[src/rtl/data_cache_ctrl.sv]
// data_cache_ctrl
//   Direct-mapped, one-word-per-line data cache controller for the MEM stage.
//   Read hits return data in the same cycle. Read misses fill the line from
//   main memory. Every write goes through to memory and allocates the line.
//   `hit`=0 stalls the EX/MEM register until the access has completed.
//
// Ports
//   clock, reset          rising-edge clock; synchronous active-high reset
//   MemRead, MemWrite     load / store request (a store wins if both are set)
//   address, writeData    byte address (bits [1:0] ignored) and store data
//   readData, hit         load data and the no-stall indication (combinational)
//   memReq, memWe         registered request and write-enable to main memory
//   memAddr, memWData     registered word-aligned address and write data
//   memRData, memReady    memory read data and its one-cycle completion pulse
module data_cache_ctrl #(
  parameter int INDEX_BITS = 4
) (
  input  logic        clock,
  input  logic        reset,
  input  logic        MemRead,
  input  logic        MemWrite,
  input  logic [31:0] address,
  input  logic [31:0] writeData,
  output logic [31:0] readData,
  output logic        hit,
  output logic        memReq,
  output logic        memWe,
  output logic [31:0] memAddr,
  output logic [31:0] memWData,
  input  logic [31:0] memRData,
  input  logic        memReady
);

  localparam int LINES    = 1 << INDEX_BITS;
  localparam int TAG_BITS = 30 - INDEX_BITS;

  typedef enum logic [1:0] {IDLE, RD_MEM, WR_MEM, DONE} state_t;

  state_t state_reg, state_next;

  logic                valid_reg [LINES];
  logic [TAG_BITS-1:0] tag_mem   [LINES];
  logic [31:0]         data_mem  [LINES];

  logic [INDEX_BITS-1:0] index;
  logic [TAG_BITS-1:0]   tag;
  logic                  line_hit;
  logic                  fill;
  logic [31:0]           fill_data;
  logic                  unused_bits;

  assign index       = address[INDEX_BITS+1:2];
  assign tag         = address[31:INDEX_BITS+2];
  assign unused_bits = &{1'b0, address[1:0]};
  assign line_hit    = valid_reg[index] && (tag_mem[index] == tag);

  // A line is written only on the memReady edge of an outstanding access;
  // memReady seen in IDLE or DONE never reaches the arrays.
  assign fill      = ((state_reg == RD_MEM) || (state_reg == WR_MEM)) && memReady;
  assign fill_data = (state_reg == RD_MEM) ? memRData : writeData;

  always_ff @(posedge clock) begin
    if (reset) begin
      state_reg <= IDLE;
    end else begin
      state_reg <= state_next;
    end
  end

  // Valid bits are the only cache state that must be cleared on reset.
  always_ff @(posedge clock) begin
    if (reset) begin
      for (int i = 0; i < LINES; i++) begin
        valid_reg[i] <= 1'b0;
      end
    end else if (fill) begin
      valid_reg[index] <= 1'b1;
    end
  end

  always_ff @(posedge clock) begin
    if (!reset && fill) begin
      tag_mem[index]  <= tag;
      data_mem[index] <= fill_data;
    end
  end

  // Memory-side request registers. They are loaded once, when the access
  // leaves IDLE, and held unchanged until memReady arrives.
  always_ff @(posedge clock) begin
    if (reset) begin
      memReq   <= 1'b0;
      memWe    <= 1'b0;
      memAddr  <= 32'd0;
      memWData <= 32'd0;
    end else begin
      case (state_reg)
        IDLE: begin
          if (MemWrite) begin
            memReq   <= 1'b1;
            memWe    <= 1'b1;
            memAddr  <= {address[31:2], 2'b00};
            memWData <= writeData;
          end else if (MemRead && !line_hit) begin
            memReq  <= 1'b1;
            memWe   <= 1'b0;
            memAddr <= {address[31:2], 2'b00};
          end
        end
        RD_MEM, WR_MEM: begin
          if (memReady) begin
            memReq <= 1'b0;
            memWe  <= 1'b0;
          end
        end
        default: ;
      endcase
    end
  end

  always_comb begin
    state_next = state_reg;
    hit        = 1'b0;
    readData   = 32'd0;
    case (state_reg)
      IDLE: begin
        if (MemWrite) begin
          state_next = WR_MEM;
        end else if (MemRead) begin
          if (line_hit) begin
            hit      = 1'b1;
            readData = data_mem[index];
          end else begin
            state_next = RD_MEM;
          end
        end else begin
          // Bubbles never stall.
          hit = 1'b1;
        end
      end
      RD_MEM, WR_MEM: begin
        if (memReady) begin
          state_next = DONE;
        end
      end
      DONE: begin
        // The requester still holds its inputs here, so they tell us whether
        // this completion belongs to a load (return data) or a store (zero).
        hit        = 1'b1;
        state_next = IDLE;
        if (MemRead && !MemWrite) begin
          readData = data_mem[index];
        end
      end
      default: state_next = IDLE;
    endcase
  end

endmodule

[config.mk]
export PLATFORM = sky130hd
export DESIGN_NAME = data_cache_ctrl
export DESIGN_NICKNAME = d
export VERILOG_FILES = /design/src/rtl/data_cache_ctrl.sv
export SDC_FILE = /design/constraint.sdc
export NUM_CORES = 1
export LEC_CHECK = 0
export ABC_AREA = 1
export ABC_CLOCK_PERIOD_IN_PS = 13400
export CAP_MARGIN = 30
export CORE_ASPECT_RATIO = 0.8
export CORE_MARGIN = 5
export CORE_UTILIZATION = 60
export DETAILED_ROUTE_END_ITERATION = 12
export PLACE_DENSITY_LB_ADDON = 0.3
export SYNTH_ARGS = -nofsm -noshare
export SYNTH_HDL_FRONTEND = slang
export SYNTH_SLANG_ARGS = --single-unit
[constraint.sdc]
create_clock -name clock -period 13.4 [get_ports clock]
set_input_delay 2.01 -clock clock [delete_from_list [all_inputs] [get_ports clock]]
set_output_delay 2.01 -clock clock [all_outputs]
set_load 0.05 [all_outputs]
==> results of run 1 <==
-- cell usage after synthesis, types with 19 or more instances --
cell type | n | share of area [%]
o21ai_0 | 99 | 1.3
clkbuf_1 | 100 | 0.96
edfxtp_1 | 928 | 71
buf_4 | 19 | 0.36
dfxtp_1 | 82 | 4.2
a21oi_1 | 176 | 2.2
nand3_1 | 47 | 0.60
nand2_1 | 1012 | 9.7
buf_2 | 39 | 0.50
o21ai_1 | 34 | 0.43
a22oi_1 | 256 | 4.9
inv_1 | 61 | 0.58
nor2_1 | 156 | 1.5
nor4_1 | 32 | 0.51
-- cell type report --
class	count	area, µm²	share of cell area, %
tap	850	1064	2.346
inverter	67	269.0	0.5935
clock inverter	46	364.1	0.8033
multi-input combinational	1866	8787	19.39
antenna	1	2.502	0.005521
sequential	1010	29510	65.10
timing repair buffer	279	2730	6.023
clock buffer	124	2600	5.736
-- critical path, stage by stage --
cell	delay (ns)
buf_2	0.46
inv_2	0.44
buf_4	0.49
nor2_4	0.20
buf_4	0.59
nand2_1	0.13
nand3_1	0.13
nand2_1	0.05
nand2_1	0.09
o21ai_0	0.09
nand2_1	0.10
nand2_1	0.06
nor2_1	0.11
nand2_1	0.12
nor2_1	0.19
nand2_1	0.15
o21ai_1	0.15
nand4_1	0.09
buf_4	0.31
nor2_2	0.30
clkdlybuf4s50_1	0.88
-- worst paths after layout --
| path | startpoint | endpoint | slack, ns |
|---|---|---|---|
| worst min register to register | valid_reg[9] | valid_reg[9] | 0.47 |
| worst max register to register | state_reg[0] | tag_mem[4][4] | 9.42 |
| worst min-delay path | valid_reg[9] | valid_reg[9] | 0.47 |
| worst max-delay path | address[3] | readData[29] | 4.07 |
-- per-layer routing --
metal / vias to the layer above / track usage (%) / wire [µm]
met5: - / 0 / 7
met4: 2 / 9.247 / 3058
met3: 235 / 5.109 / 10870
met2: 1563 / 45.82 / 47940
met1: 12540 / 38.61 / 38390
li1: 11550 / - / -
-- cells in the final DEF (no fill, tap or decap), types with 2 or more instances in the layout --
| cell type | netlist | layout |
|---|---|---|
| nand4_1 | 5 | 5 |
| clkinvlp_4 | 0 | 2 |
| conb_1 | 1 | 2 |
| nor3_1 | 8 | 8 |
| clkdlybuf4s50_1 | 0 | 193 |
| nand3_1 | 47 | 47 |
| inv_2 | 5 | 7 |
| clkbuf_8 | 0 | 5 |
| inv_6 | 0 | 3 |
| o21bai_1 | 12 | 12 |
| a22oi_1 | 256 | 256 |
| a21oi_1 | 176 | 176 |
| clkinv_2 | 0 | 15 |
| nand2_1 | 1012 | 1011 |
| nor2_2 | 14 | 13 |
| nor4_1 | 32 | 32 |
| nor2_1 | 156 | 139 |
| o21ai_1 | 34 | 34 |
| buf_4 | 19 | 72 |
| buf_16 | 0 | 7 |
| inv_1 | 61 | 56 |
| clkinv_1 | 1 | 22 |
| nand2_2 | 1 | 2 |
| o22ai_1 | 8 | 8 |
| ha_1 | 3 | 2 |
| buf_12 | 0 | 2 |
| edfxtp_1 | 928 | 928 |
| o21ai_0 | 99 | 99 |
| buf_2 | 39 | 5 |
| clkbuf_1 | 100 | 21 |
| nor2_4 | 0 | 18 |
| dfxtp_1 | 82 | 82 |
| bufinv_16 | 0 | 5 |
| clkbuf_16 | 0 | 98 |
-- power groups by stage --
stage          Clock [W]  Sequential [W]  Combinational [W]
5_1_grt          0.00272         0.00368            0.00101
4_1_cts          0.00259         0.00368           0.000935
6_report         0.00257         0.00368           0.000940
3_5_place_dp           0         0.00374           0.000930
2_1_floorplan          0         0.00391           0.000388
3_3_place_gp           0         0.00374           0.000886
-- kinds of logic (layout without fill, tap and decap cells) --
| family | Yosys count | in the layout | synth area share, % |
|---|---|---|---|
| AO/OA/AOI/OAI | 585 | 585 | 9.207 |
| adder cells (fa/ha/maj) | 3 | 3 | 0.09578 |
| buffers and inverters | 241 | 516 | 2.653 |
| flip-flops | 1010 | 1010 | 75.29 |
| other | 1 | 3 | 0.009568 |
| AND/OR/NAND/NOR | 1276 | 1276 | 12.75 |
-- metrics by stage --
| stage | hold slack, ns | instances | total power [W] |
|---|---|---|---|
| finish | 0.4713 | 4243 | 0.007189 |
| global route | 0.4937 | 4243 | 0.007416 |
| CTS | 0.4653 | 4241 | 0.007201 |
| detailed placement | 0.4502 | 4071 | 0.004673 |
| global placement | 0.4394 | 4058 | 0.004625 |
| floorplan | 0.4286 | 3117 | 0.004302 |
==> results.md, run 1 <==
- CP max FO: 62
- DP Worst Slack: 4.093 ns
- Final setup margin: 4.075 ns
- Clock Tree Buf Depth: 3
- Data required, critical path: 11.39 ns
- First-pass iteration count of the detailed router: 6
- Die W: 295.8 µm
- GRT Total Usage: 27.94%
- Clock power frac: 35.8%
- Layout cell share with drive strength beyond 1: 7.636%
- Setup crit start kind: input pin
- Row count: 83
- Starting density of the core: 60.77%
- Flop pwr share: 51.2%
- Vias in the first global route: 25530
- Clk_lat worst skew: 0.64 ns
- Full die area: 70570 µm²
- Comb power frac: 13.1%
- Final #Nets: 3420
- Min cycle time layout: 9.325 ns
- Die height: 238.6 µm
- #FFs+latches synth: 1010
- Via density: 6.101
- Core area: 64490 µm²
- Num ports: 200
- Final setup TNS: 0 ns
- Static leakage: 16.13 nW
- Status: finished, final reports clean
- Post-CTS Resized: 0
- Worst Tran Pin Value: 1.022 ns
- Antenna violations before repair: 2
- CTS H-tree lvls: 3
- Final WL: 100.3 mm
- Buffers added on ports: 195
- Fmax: 0.1072 GHz
- Routability Congestion: 0.8085
- Mapped Cells: 3116
- Gr ovfl total: 0
- RSZ-0062 raised after global routing: false
- Min-delay worst type: reg2reg
- Final HPWL DP: 51.97 mm
- FFs w/ async S/R, synth: 0%
- Post-Place Cell Area: 42330 µm²
- Clk_skew: 0.01594 ns
- Sw power: 0.001830 W
- Hold_buf cts: 0
- TritonCTS clock tree: done
- Average wire per cell in the routed design: 23.63 µm
- Switching part of the total: 25.46%
- Synth warn: 0
- Mapped Area: 39190 µm²
- Max-slew headroom: 31.89%
- Hold path cells: 2
- Number of flops mapped to enable cells by yosys: 928
- Top flop regs: data_mem (512), tag_mem (416), memWData (32)
- Int Power: 0.005359 W
- Clock Pin Slew Worst Setup and Hold Paths: 0.06 ns
- DR vias: 25890
- Synth cell types: 27
- Setup bufs post-CTS: 0
- CTS Sinks: 1010
- Endpoints failing setup: 0
- Largest net degree at the start of global routing: 106
- Final Hold Vio Count: 0
- Root Buffer: clkbuf_16
- Reg2reg path depth: 7
- Largest Register: data_mem
- ANT nets after route: 0
- Max reg flops: 512
- Worst setup EP type: output pin
- Syn Area/Cell: 12.58 µm²
- Inserted Clock Buffers: 92
- CP arrival: 7.32 ns
- MaxCap Viol Count: 0
- Fill cells: 4110
- Part of the cycle the worst path needs: 69.59%
- Primary FF master, synth: edfxtp_1
- Final slew viol count: 0
- Starting DRC count in detailed routing: 3293
- Max VDD drop: 0.1082 mV
- Final routed DRC violation total: 0
- Synth-to-Final Area Change: 15.64%
- First-pass GRT wire length: 149.4 mm
- Final instance area: 45320 µm²
- Crit path kind: in2out
- Register area share after synthesis: 75.29%
- Layout Utilization: 70.28%
- PwrDens: 158.6 nW/µm²
(Power assumes the default switching activity.)
==> inputs of run 2 (changes only) <==
ABC_CLOCK_PERIOD_IN_PS = 7600   (was 13400)
CORE_UTILIZATION = 54   (was 60)
clock period = 7.6 ns   (was 13.4 ns; I/O delays follow)
==> run 2 against run 1 <==
Net effect:
- critical path depth shrank 1
- largest cell class unchanged
- first-iteration DRC count down 8.0%
- sequential power up 76%
- critical path type unchanged
- clock skew grew 0.0032 ns
- worst hold slack got worse by 0.0083 ns
- total power increased by 80%
- cell count increased by 2.5%
- routed wire length is 0.17% lower
- design area is 1.5% higher
- via count down 0.14%
- sequential share of layout area decreased by 0.97 points
- clock-buffer cell count up 11
- critical endpoint is now hit
==> results.md, run 2 (synthesis results as in run 1) <==
- TritonCTS clock tree: done
- Reg-to-reg startpoint: state_reg[1]
- Worst Tran Pin Value: 1.092 ns (+0.07058 ns)
- Fmax: 0.1534 GHz
- Max-slew headroom: 26.63% (-5.3 points)
- Critical-path cell list: buf_2 > inv_2 > buf_4 > nand2_1 > inv_4 > nand2_1 > nand4_1 > nand2_1 > nand2_1 > nor2_1 > nand2_1 > nand2_1 > nor2_1 > nand3_1 > nor2_1 > nand2_1 > nand2_1 > nand2_1 > a21oi_1 > clkdlybuf4s50_1
- Placed cell count: 4173 (+2.5%)
- Layout cell share with drive strength beyond 1: 9.219% (+1.6 points)
- Hold Slack: 0.4630 ns (-0.008329 ns)
- Most frequent cells in the layout: 1011 x nand2_1, 928 x edfxtp_1, 256 x a22oi_1
- Largest net degree at the start of global routing: 108 (+1.9%)
- PwrDens: 281.3 nW/µm² (+77%)
- Min-delay worst type: reg2reg
- Final slew viol count: 0 (unchanged)
- Num ports: 200 (unchanged)
- Data required, critical path: 6.46 ns (-4.93 ns)
- CTS H-tree lvls: 3 (unchanged)
- DR vias: 25850 (-0.14%)
- Reg2reg path depth: 7 (unchanged)
- Final Hold Vio Count: 0 (unchanged)
- Most common cell after layout, fill and taps aside: nand2_1
- Gr ovfl total: 0 (unchanged)
- Reg-to-reg endpoint: tag_mem[1][16]
- Final instance area: 46010 µm² (+1.5%)
- Max VDD drop: 0.1871 mV (+73%)
- GRT Total Usage: 25.07% (-2.9 points)
- Antenna diode count: 0 (-1)
- First-pass GRT wire length: 150.6 mm (+0.84%)
- Die W: 311.2 µm (+5.2%)
- Most frequent CP cell: nand2_1
- CTS Sinks: 1010 (unchanged)
- Full die area: 78100 µm² (+11%)
- Largest Register: data_mem
- Final WL: 100.1 mm (-0.17%)
- Fin cells: 4351 (+2.5%)
- Part of the cycle the worst path needs: 85.80%
- Inserted Clock Buffers: 95 (+3.3%)
- Clk_lat worst skew: 0.66 ns (+0.02 ns)
- Via density: 5.942 (-2.6%)
- Setup crit start kind: input pin
- RSZ-0062 raised after global routing: false
- Synth-to-Final Area Change: 17.40%
- Hold_buf cts: 0 (unchanged)
- Final HPWL DP: 53.56 mm (+3.0%)
- CP arrival: 5.38 ns (-1.94 ns)
- Crit path kind: in2out
- Final Power: 0.01295 W (+80%)
- Status: finished, final reports clean
- Average wire per cell in the routed design: 23.00 µm (-2.6%)
- Worst setup EP type: output pin
- Clock Pin Slew Worst Setup and Hold Paths: 0.06 ns (about the same)
- Final routed DRC violation total: 0 (unchanged)
- Min cycle time layout: 6.521 ns
- Worst path bufs/invs: 5 (-1)
- Routability Congestion: 0.8479 (+4.9%)
- Setup bufs post-CTS: 0 (unchanged)
- Hold EP: valid_reg[10]
- Starting DRC count in detailed routing: 3031 (-8.0%)
- HP Start: valid_reg[10]
- CP max FO: 63 (+1.6%)
- Row count: 88 (+6.0%)
- Vias in the first global route: 25940 (+1.6%)
- R2R Setup Slk: 3.27 ns (-6.15 ns)
- Static leakage: 16.41 nW (+1.7%)
- Final #Nets: 3429 (+0.26%)
- Endpoints failing setup: 0 (unchanged)
- Post-Place Cell Area: 42810 µm² (+1.1%)
- Root Buffer: clkbuf_16
- Max incr delay on CP: 0.84 ns (-0.04 ns)
- Buffers added on ports: 195 (unchanged)
- Final setup TNS: 0 ns (unchanged)
- Top flop regs: data_mem (512), tag_mem (416), memWData (32)
- Critical path's top delay family: buffers and inverters
- Die height: 251.0 µm (+5.2%)
- MaxCap Viol Count: 0 (unchanged)
- Hold path cells: 2 (unchanged)
- Post-CTS Resized: 0 (unchanged)
- Antenna violations before repair: 1 (-1)
- Clock Tree Buf Depth: 3 (unchanged)
- ANT nets after route: 0 (unchanged)
- Starting density of the core: 54.43% (-6.3 points)
- Highest-delay cell along the critical path: clkdlybuf4s50_1
- First-pass iteration count of the detailed router: 6 (unchanged)
- Max reg flops: 512 (unchanged)
- Core area: 72010 µm² (+12%)
- Clk_skew: 0.01914 ns (+0.003205 ns)
-- run 2: metrics by stage --
step                      setup slack, ns  util [%]
final                               1.079     63.90
after global routing               0.7047     63.90
after CTS                           1.124     63.90
after detailed placement            1.136     59.46
after global placement              1.224     59.31
after floorplan                     2.189         -
-- run 2: how the worst max path moves through the flow --
stage / from / slack (ns) / depth (start not counted) / endpoint
after CTS: address[3] / 1.12 / 20 / hit
after global routing: address[3] / 0.70 / 20 / hit
after floorplan: address[2] / 2.19 / 8 / data_mem[10][0]
final: address[3] / 1.08 / 20 / hit
after global placement: address[3] / 1.22 / 20 / hit
after detailed placement: address[3] / 1.14 / 20 / hit
-- run 2: worst min-delay path, cell delays in order (launching register included) --
cell     delay [ns]
dfxtp_1        0.33
nand2_1        0.05
o21ai_0        0.05
-- run 2: layout make-up --
| class | instances | area (µm²) |
|---|---|---|
| sequential | 1010 | 29510 |
| multi-input combinational | 1866 | 8787 |
| tap | 945 | 1182 |
| timing repair buffer | 285 | 3075 |
| fill | 5123 | 26000 |
| inverter | 67 | 261.5 |
| clock inverter | 43 | 424.2 |
| clock buffer | 135 | 2774 |
-- run 2: per-layer routing --
metal	global-route usage (%)	vias up	routed length, µm
met3	5.110	210	11000
met2	41.35	1436	47140
met4	7.349	2	2639
met5	0	-	9
li1	-	11590	-
met1	34.38	12620	39300
-- run 2: power breakdown --
group | total (W) | switching [W] | leakage, nW | internal [W]
clock network | 0.00478 | 0.00202 | 1.56 | 0.00276
logic | 0.00168 | 0.00121 | 5.82 | 0.000464
registers | 0.00648 | 0.0000653 | 9.03 | 0.00642
